$ cat src/rtl/alu_req_arbiter_if.sv
// rtl/alu_req_arbiter_if.sv - request/response/ALU bundle shared by the ALU arbiter and its neighbours
//
// Signals (two requesters, index i = requester i, requester 0 in the low slice):
//   req_valid/req_ready        request handshake, req_ready one-hot
//   req_oprn/req_op1/req_op2   packed per-requester opcode and operands
//   rsp_valid/rsp_ready        response handshake, at most one rsp_valid bit set
//   rsp_data/rsp_zero/rsp_err  response payload
//   alu_op1/alu_op2/alu_oprn   towards the combinational ALU
//   alu_out/alu_zero           from the combinational ALU
// Modports: slave = arbiter side, master = requester/ALU side.

interface alu_req_arbiter_if #(
    parameter int DATA_WIDTH = 32,
    parameter int OPRN_WIDTH = 6
);
    logic [1:0]              req_valid;
    logic [1:0]              req_ready;
    logic [2*OPRN_WIDTH-1:0] req_oprn;
    logic [2*DATA_WIDTH-1:0] req_op1;
    logic [2*DATA_WIDTH-1:0] req_op2;
    logic [1:0]              rsp_valid;
    logic [1:0]              rsp_ready;
    logic [DATA_WIDTH-1:0]   rsp_data;
    logic                    rsp_zero;
    logic                    rsp_err;
    logic [DATA_WIDTH-1:0]   alu_op1;
    logic [DATA_WIDTH-1:0]   alu_op2;
    logic [OPRN_WIDTH-1:0]   alu_oprn;
    logic [DATA_WIDTH-1:0]   alu_out;
    logic                    alu_zero;

    modport slave (
        input  req_valid, req_oprn, req_op1, req_op2, rsp_ready, alu_out, alu_zero,
        output req_ready, rsp_valid, rsp_data, rsp_zero, rsp_err, alu_op1, alu_op2, alu_oprn
    );

    modport master (
        output req_valid, req_oprn, req_op1, req_op2, rsp_ready, alu_out, alu_zero,
        input  req_ready, rsp_valid, rsp_data, rsp_zero, rsp_err, alu_op1, alu_op2, alu_oprn
    );
endinterface

$ cat src/rtl/alu_req_arbiter.sv
// rtl/alu_req_arbiter.sv - round-robin sharing of one combinational ALU between two requesters
//
// Ports:
//   clk    in   rising-edge clock
//   rst_n  in   asynchronous active-low reset
//   bus    slave modport of alu_req_arbiter_if (request, response and ALU signals)
//   busy   out  high whenever the arbiter is not idle
//
// Flow: IDLE accepts one request (round-robin), EXEC holds the latched operands on
// the ALU for a programmable settle time, RESP presents the sampled result until
// the owning requester takes it.

module alu_req_arbiter #(
    parameter int DATA_WIDTH  = 32,
    parameter int OPRN_WIDTH  = 6,
    parameter int EXEC_CYCLES = 1,
    parameter int MUL_EXTRA   = 2
) (
    input  logic                clk,
    input  logic                rst_n,
    alu_req_arbiter_if.slave    bus,
    output logic                busy
);

    localparam int CNT_MAX = EXEC_CYCLES - 1 + MUL_EXTRA;
    localparam int CNT_W   = (CNT_MAX > 0) ? $clog2(CNT_MAX + 1) : 1;

    localparam logic [OPRN_WIDTH-1:0] OPRN_MUL = OPRN_WIDTH'(3);
    localparam logic [OPRN_WIDTH-1:0] OPRN_MIN = OPRN_WIDTH'(1);
    localparam logic [OPRN_WIDTH-1:0] OPRN_MAX = OPRN_WIDTH'(9);

    typedef enum logic [1:0] {
        ST_IDLE = 2'd0,
        ST_EXEC = 2'd1,
        ST_RESP = 2'd2
    } state_t;

    state_t                  state;
    state_t                  state_nxt;

    logic                    ptr;
    logic                    g_reg;
    logic                    err_r;
    logic [OPRN_WIDTH-1:0]   opr_r;
    logic [DATA_WIDTH-1:0]   op1_r;
    logic [DATA_WIDTH-1:0]   op2_r;
    logic [DATA_WIDTH-1:0]   rsp_data_r;
    logic                    rsp_zero_r;
    logic                    rsp_err_r;
    logic [CNT_W-1:0]        cnt;

    logic                    grant;
    logic                    grant_vld;
    logic                    accept;
    logic                    sample;
    logic [OPRN_WIDTH-1:0]   sel_oprn;
    logic [DATA_WIDTH-1:0]   sel_op1;
    logic [DATA_WIDTH-1:0]   sel_op2;
    logic                    sel_legal;
    logic [CNT_W-1:0]        cnt_load;

    // Pointer's requester wins if it is asking, otherwise the other one gets a turn.
    always_comb begin
        grant_vld = |bus.req_valid;
        grant     = ptr;
        if (!bus.req_valid[ptr]) begin
            grant = ~ptr;
        end
    end

    always_comb begin
        sel_oprn = grant ? bus.req_oprn[2*OPRN_WIDTH-1:OPRN_WIDTH] : bus.req_oprn[OPRN_WIDTH-1:0];
        sel_op1  = grant ? bus.req_op1[2*DATA_WIDTH-1:DATA_WIDTH]  : bus.req_op1[DATA_WIDTH-1:0];
        sel_op2  = grant ? bus.req_op2[2*DATA_WIDTH-1:DATA_WIDTH]  : bus.req_op2[DATA_WIDTH-1:0];
        sel_legal = (sel_oprn >= OPRN_MIN) && (sel_oprn <= OPRN_MAX);
        // Illegal opcodes still pass through EXEC for one cycle so the error
        // response appears with the same latency as a single-cycle operation.
        if (!sel_legal) begin
            cnt_load = '0;
        end else if (sel_oprn == OPRN_MUL) begin
            cnt_load = CNT_W'(EXEC_CYCLES - 1 + MUL_EXTRA);
        end else begin
            cnt_load = CNT_W'(EXEC_CYCLES - 1);
        end
    end

    always_ff @(posedge clk or negedge rst_n) begin
        if (!rst_n) begin
            state <= ST_IDLE;
        end else begin
            state <= state_nxt;
        end
    end

    always_comb begin
        state_nxt = state;
        accept    = 1'b0;
        sample    = 1'b0;
        case (state)
            ST_IDLE: begin
                if (grant_vld) begin
                    accept    = 1'b1;
                    state_nxt = ST_EXEC;
                end
            end
            ST_EXEC: begin
                if (cnt == '0) begin
                    sample    = 1'b1;
                    state_nxt = ST_RESP;
                end
            end
            ST_RESP: begin
                if (bus.rsp_ready[g_reg]) begin
                    state_nxt = ST_IDLE;
                end
            end
            default: begin
                state_nxt = ST_IDLE;
            end
        endcase
    end

    always_ff @(posedge clk or negedge rst_n) begin
        if (!rst_n) begin
            ptr        <= 1'b0;
            g_reg      <= 1'b0;
            err_r      <= 1'b0;
            opr_r      <= '0;
            op1_r      <= '0;
            op2_r      <= '0;
            cnt        <= '0;
            rsp_data_r <= '0;
            rsp_zero_r <= 1'b0;
            rsp_err_r  <= 1'b0;
        end else begin
            if (accept) begin
                opr_r <= sel_oprn;
                op1_r <= sel_op1;
                op2_r <= sel_op2;
                err_r <= ~sel_legal;
                g_reg <= grant;
                ptr   <= ~grant;
                cnt   <= cnt_load;
            end else if ((state == ST_EXEC) && (cnt != '0)) begin
                cnt <= cnt - CNT_W'(1);
            end

            if (sample) begin
                rsp_data_r <= err_r ? '0 : bus.alu_out;
                rsp_zero_r <= err_r ? 1'b0 : bus.alu_zero;
                rsp_err_r  <= err_r;
            end
        end
    end

    assign bus.req_ready = (state == ST_IDLE && grant_vld) ? (grant ? 2'b10 : 2'b01) : 2'b00;
    assign bus.rsp_valid = (state == ST_RESP) ? (g_reg ? 2'b10 : 2'b01) : 2'b00;
    assign bus.rsp_data  = rsp_data_r;
    assign bus.rsp_zero  = rsp_zero_r;
    assign bus.rsp_err   = rsp_err_r;
    // Operands keep their last value; the opcode is parked at 0 unless a legal op is executing.
    assign bus.alu_op1   = op1_r;
    assign bus.alu_op2   = op2_r;
    assign bus.alu_oprn  = (state == ST_EXEC && !err_r) ? opr_r : '0;
    assign busy          = (state != ST_IDLE);

endmodule
$ cat src/flat_wrapper.sv
// flat-port wrapper written by rule: the top's interface ports become plain ports
module alu_req_arbiter_flat 
#(
    parameter int DATA_WIDTH  = 32,
    parameter int OPRN_WIDTH  = 6,
    parameter int EXEC_CYCLES = 1,
    parameter int MUL_EXTRA   = 2
)
  (clk, rst_n, busy, bus_req_valid, bus_req_oprn, bus_req_op1, bus_req_op2, bus_rsp_ready, bus_alu_out, bus_alu_zero, bus_req_ready, bus_rsp_valid, bus_rsp_data, bus_rsp_zero, bus_rsp_err, bus_alu_op1, bus_alu_op2, bus_alu_oprn);
  alu_req_arbiter_if #(.DATA_WIDTH(DATA_WIDTH), .OPRN_WIDTH(OPRN_WIDTH)) bus_i ();
  input  logic clk;
  input  logic rst_n;
  output logic busy;
  input wire logic [$bits(bus_i.req_valid)-1:0] bus_req_valid;
  input wire logic [$bits(bus_i.req_oprn)-1:0] bus_req_oprn;
  input wire logic [$bits(bus_i.req_op1)-1:0] bus_req_op1;
  input wire logic [$bits(bus_i.req_op2)-1:0] bus_req_op2;
  input wire logic [$bits(bus_i.rsp_ready)-1:0] bus_rsp_ready;
  input wire logic [$bits(bus_i.alu_out)-1:0] bus_alu_out;
  input wire logic [$bits(bus_i.alu_zero)-1:0] bus_alu_zero;
  output wire logic [$bits(bus_i.req_ready)-1:0] bus_req_ready;
  output wire logic [$bits(bus_i.rsp_valid)-1:0] bus_rsp_valid;
  output wire logic [$bits(bus_i.rsp_data)-1:0] bus_rsp_data;
  output wire logic [$bits(bus_i.rsp_zero)-1:0] bus_rsp_zero;
  output wire logic [$bits(bus_i.rsp_err)-1:0] bus_rsp_err;
  output wire logic [$bits(bus_i.alu_op1)-1:0] bus_alu_op1;
  output wire logic [$bits(bus_i.alu_op2)-1:0] bus_alu_op2;
  output wire logic [$bits(bus_i.alu_oprn)-1:0] bus_alu_oprn;
  assign bus_i.req_valid = bus_req_valid;
  assign bus_i.req_oprn = bus_req_oprn;
  assign bus_i.req_op1 = bus_req_op1;
  assign bus_i.req_op2 = bus_req_op2;
  assign bus_i.rsp_ready = bus_rsp_ready;
  assign bus_i.alu_out = bus_alu_out;
  assign bus_i.alu_zero = bus_alu_zero;
  assign bus_req_ready = bus_i.req_ready;
  assign bus_rsp_valid = bus_i.rsp_valid;
  assign bus_rsp_data = bus_i.rsp_data;
  assign bus_rsp_zero = bus_i.rsp_zero;
  assign bus_rsp_err = bus_i.rsp_err;
  assign bus_alu_op1 = bus_i.alu_op1;
  assign bus_alu_op2 = bus_i.alu_op2;
  assign bus_alu_oprn = bus_i.alu_oprn;
  alu_req_arbiter #(.DATA_WIDTH(DATA_WIDTH), .OPRN_WIDTH(OPRN_WIDTH), .EXEC_CYCLES(EXEC_CYCLES), .MUL_EXTRA(MUL_EXTRA)) u_core (.clk(clk), .rst_n(rst_n), .bus(bus_i), .busy(busy));
endmodule
$ cat config.mk
export PLATFORM = sky130hd
export DESIGN_NAME = alu_req_arbiter_flat
export DESIGN_NICKNAME = d
export VERILOG_FILES = /design/src/rtl/alu_req_arbiter_if.sv /design/src/rtl/alu_req_arbiter.sv /design/src/flat_wrapper.sv
export SDC_FILE = /design/constraint.sdc
export NUM_CORES = 1
export LEC_CHECK = 0
export BUFFER_PORTS_ARGS = -buffer_cell sky130_fd_sc_hd__buf_2
export CAP_MARGIN = 10
export CORE_ASPECT_RATIO = 2
export CORE_MARGIN = 2
export CORE_UTILIZATION = 42
export CTS_BUF_LIST = sky130_fd_sc_hd__clkbuf_8
export DETAILED_ROUTE_END_ITERATION = 10
export GPL_TIMING_DRIVEN = 0
export PLACE_DENSITY_LB_ADDON = 0.08
export REMOVE_ABC_BUFFERS = 1
export SLEW_MARGIN = 25
export SYNTH_ARGS = -nofsm -noshare
export SYNTH_HDL_FRONTEND = slang
export SYNTH_SLANG_ARGS = --single-unit
$ cat constraint.sdc
create_clock -name clk -period 3.8 [get_ports clk]
set_clock_uncertainty 0.05 [all_clocks]
set_input_delay 0.19 -clock clk [delete_from_list [all_inputs] [get_ports clk]]
set_output_delay 0.19 -clock clk [all_outputs]
set_load 0.01 [all_outputs]
; Word-level counts from Yosys, hierarchy flattened
; Index checks and enable logic that the tools add are counted.
[classes]
n_addsub = 1
order_cmp = 4
eq_ne = 6
mux = 27
bitwise_logic = 3
reduce_logical = 12
[ops]
columns = op, n
row1 = two-way mux 32 bit, 3
row2 = two-way mux 2 bit, 11
row3 = two-way mux 6 bit, 2
row4 = two-way mux 1 bit, 10
row5 = == test 6 x 2 -> 1 bit (second input constant), 1
row6 = >= comparator 6 x 1 -> 1 bit (second input constant), 1
row7 = less-or-equal comparator 6 x 4 -> 1 bit (second input constant), 1
row8 = inequality test 2 x 1 -> 1 bit (second input constant), 3
row9 = one-hot mux 2 bit (3 select lines), 1
row10 = nonzero test 2 bit, 3
row11 = logical AND 1 bit, 4
row12 = logical NOT 2 bit, 2
row13 = less-than comparator 1 x 2 -> 1 bit (second input constant), 2
row14 = NOT 1 bit, 3
row15 = AND reduction 3 bit, 1
row16 = == test 2 x 1 -> 1 bit (second input constant), 1
row17 = == test 2 bit (second input constant), 1
row18 = OR reduction 2 bit, 1
row19 = subtractor 2 x 1 -> 2 bit (second input constant), 1
row20 = logical NOT 1 bit, 1
[totals]
ff_bits = 111
inputBits = 179
out_inout_bits = 109

; Logic depth before layout (Yosys ltp)
[depth]
ltp_word = 8
mapped_depth = 7
depth_no_buf = 6

; Worst setup path before layout
; Ideal clock, no wire load.
[synth_timing]
path_kind = register to register
start = reg u_core.state[0]
end = reg u_core.err_r
setup_time_ns = 0.124
t_arrival_ns = 1.495
slack_ns = 2.131
stages_incl_launch_ff = 6
period_less_slack_ns = 1.669
cell_sequence = dfrtp_1 or2_1 or2_1 buf_6 buf_6 o31a_1
[synth_between]
elab_chain_cells = 2
[synth_rtl]
columns = item, line
row1 = from (decl), alu_req_arbiter.sv:38  ; state_t state;
row2 = from (signal assigned), alu_req_arbiter.sv:91  ; state <= state_nxt;
row3 = logical NOT 2 bit, alu_req_arbiter.sv:99  ; case (state)
row4 = two-way mux 1 bit, alu_req_arbiter.sv:99
row5 = to (signal assigned), alu_req_arbiter.sv:140  ; err_r <= ~sel_legal;
row6 = to (decl), alu_req_arbiter.sv:43  ; logic err_r;
; Every way passes these cells.
; A chain may end at the register's enable or synchronous reset.

; Final worst setup path
[layout_timing]
start = reg u_core.state[1]
end = reg u_core.rsp_data_r[14], in the netlist u_core.bus.rsp_data[14]
[layout_between]
elab_chain_cells = 2
[layout_rtl]
columns = item, line
row1 = == test 2 x 1 -> 1 bit, alu_req_arbiter.sv:99
row2 = two-way mux 1 bit, alu_req_arbiter.sv:99
row3 = to (signal assigned), alu_req_arbiter.sv:149  ; rsp_data_r <= err_r ? '0 : bus.alu_out;
row4 = to (decl), alu_req_arbiter.sv:47  ; logic [DATA_WIDTH-1:0] rsp_data_r;
; Every way passes these cells.

==> qor.yml <==
wl_per_cell_um: 15.4
fin_nets: 928
ff_latch_area_um2: 2780
ys_seq_area_frac: 0.568
final_util: 0.625
synth_flop_cell: "dfrtp_1"
syn_avg_cell_area_um2: 11.1
path_class: "reg2reg"
routed_via_density: 4.92
synth_cells: 439
fin_crit_ps: 2120
power.density_nw_per_um2: 757
holdPathEnd: "u_core.bus.rsp_data[23]"
setup_tns_ps: 0
hold_start: "bus_alu_out[23]"
grt_setup_unrepaired: "no"
drive_above_1_share: 0.424
async_reset_ff_frac: 1.00
synth.distinct_cells: 31
cp_top_family: "simple AND/OR/NAND/NOR gates"
peakVddDrop_v: 0.000354
track_usage: 0.219
multi_input_area_um2: 1940
run_status: "complete, no violations"
startpoint_type: "flop"
cts_tree: "yes"
crit_buf_inv: 0
via_count: 4402
crit_path_cell_trace: "nor3b_1, and2_2, a22o_1"
clk_pin_slew_ps: 100
crit_slowest_cell: "and2_2"
synth-edff-count: 0
die_x_um: 80.3
max_slew.worst_pin.slew_ps: 689
htreeDepth: 3
grt_pass1_wl_um: 21300
cts.path.max_buffers: 2
nFillCells: 999
portBuffers: 287
cts_num_sinks: 111
syn_area_um2: 4890
required_ps: 4040
cp_max_fo: 34
fin_crit_sh: 0.558
antenna_cells: 0
rows: 55
drc: 0
hold_depth: 2
die_h_um: 157
root_buffer: "clkbuf_8"
drtIter0Drc: 167
grt_pass1_vias: 4453
total_power_w: 0.00537
hold_viol_final: 0
min_path_type: "in2reg"
syn_to_final_growth_pct: 45.1
initial_core_util: 0.431
ys_ff_latch: 111
maxCapViolCount: 0
hold_ws_ps: 36.7
routed_wl_um: 13800
worst-r2r-setup-slack_ps: 1680
grt_overflow_total: 0
pin_count: 288
dr.pass1.iters: 4
arrival_ps: 2360
clk_latency_ps: 360
max_freq_ghz: 0.472
hpwlAfterDp_um: 10500
core_area_um2: 11400
drtAntennaViolNets: 0
yosysWarnings: 0
antenna_found_initial: 0
rr_startpoint: "u_core.state[1]"
endpoint_kind: "flop"
r2r.worst_path.cells: 3
relSlewSlack: 0.541
cellLeakagePower_nw: 3.86
die-area_um2: 12600
cts_buffers: 9
finalSetupViolations: 0
grt_max_degree: 79
globalplace.congestion: 0.799
max_stage_delay_ps: 720
r2r_end: "u_core.bus.rsp_data[14]"
drv_slew: 0
==> worst max-delay path by stage <==
stage,from,to,slack (ps),depth (start not counted)
after CTS,u_core.state[0],u_core.bus.rsp_data[9],1640,3
after global routing,u_core.state[0],u_core.bus.rsp_data[14],1520,3
final,u_core.state[1],u_core.bus.rsp_data[14],1680,3
after detailed placement,u_core.state[0],u_core.bus.rsp_data[5],1680,3
after global placement,u_core.ptr,u_core.bus.alu_op1[13],-3820,4
after floorplan,u_core.ptr,u_core.err_r,-2390,4
==> where the power goes <==
group          switching (W)  total, W  internal (W)
logic                0.00144   0.00264       0.00120
registers           0.000298   0.00206       0.00176
clock network       0.000389  0.000670      0.000281
==> Yosys cell counts, types with 2 or more instances <==
master / number / area share
inv_1: 4 / 0.0031
buf_2: 11 / 0.011
nand2_1: 76 / 0.058
nand2b_1: 2 / 0.0026
or4_1: 2 / 0.0031
o21ai_1: 40 / 0.041
and2_1: 8 / 0.010
mux2i_1: 73 / 0.15
clkbuf_1: 12 / 0.0092
buf_4: 5 / 0.0077
or2_1: 2 / 0.0026
dfrtp_1: 111 / 0.57
nor3b_1: 3 / 0.0046
o21ai_0: 34 / 0.035
nor3_1: 2 / 0.0020
buf_6: 3 / 0.0069
nor2_1: 5 / 0.0038
a22o_1: 33 / 0.059
==> what timing repair did <==
action | in CTS | in global routing
gates resized for setup | 0 | 0
hold endpoints to repair | 63 | 2
buffers inserted | 0 | 0
hold buffers | 31 | 2
==> kinds of logic (layout without fill, tap and decap cells) <==
logic type,count (synthesis),in the layout,share of synthesized area
AOI/OAI and AO/OA,113,113,0.144
xor gates and xnor gates,1,1,0.00179
adders and majority gates,1,1,0.00256
buffers and inverters,35,349,0.0381
DFF,111,111,0.568
muxes,74,74,0.152
and+or+nand+nor,104,104,0.0941
==> metal layers <==
metal	vias up	GRT usage	wire length (um)
met5	-	0	0
met4	0	0.0985	456
met3	32	0.0513	1010
met2	209	0.396	7390
met1	2005	0.235	4960
li1	2156	-	-
==> final cells by class <==
cell class                      count  share of cell area
Sequential cell                   111               0.391
Clock buffer                       11              0.0213
Inverter                            4             0.00212
Tap cell                          142              0.0250
Clock inverter                      5             0.00564
Timing Repair Buffer              329               0.281
Multi-Input combinational cell    293               0.274
==> per-stage QoR <==
stage                     instances  worst slack, ps  instance area, um^2
after floorplan                 408            -2390                 4720
after global placement          837            -3820                 6330
after detailed placement        846             1680                 6580
after CTS                       893             1640                 7080
after global routing            895             1520                 7100
final                           895             1680                 7100
==> worst register-to-register path, stage by stage (launching register included) <==
cell	delay, ps
dfrtp_1	460
nor3b_1	580
and2_2	720
a22o_1	240
==> placed cells by master, fill, tap and decap left out, types with 2 or more instances in the layout <==
master / instances
a22o_1: 33
and2_1: 7
buf_16: 7
buf_2: 286
buf_6: 2
clkbuf_8: 11
clkinv_4: 2
dfrtp_1: 111
dlygate4sd3_1: 33
inv_1: 4
inv_6: 2
mux2i_1: 73
nand2_1: 76
nand2b_1: 2
nor2_1: 5
nor3_1: 2
nor3b_1: 3
o21ai_0: 34
o21ai_1: 39
or4_1: 2
Note: power is estimated with default switching activity, not from simulation.
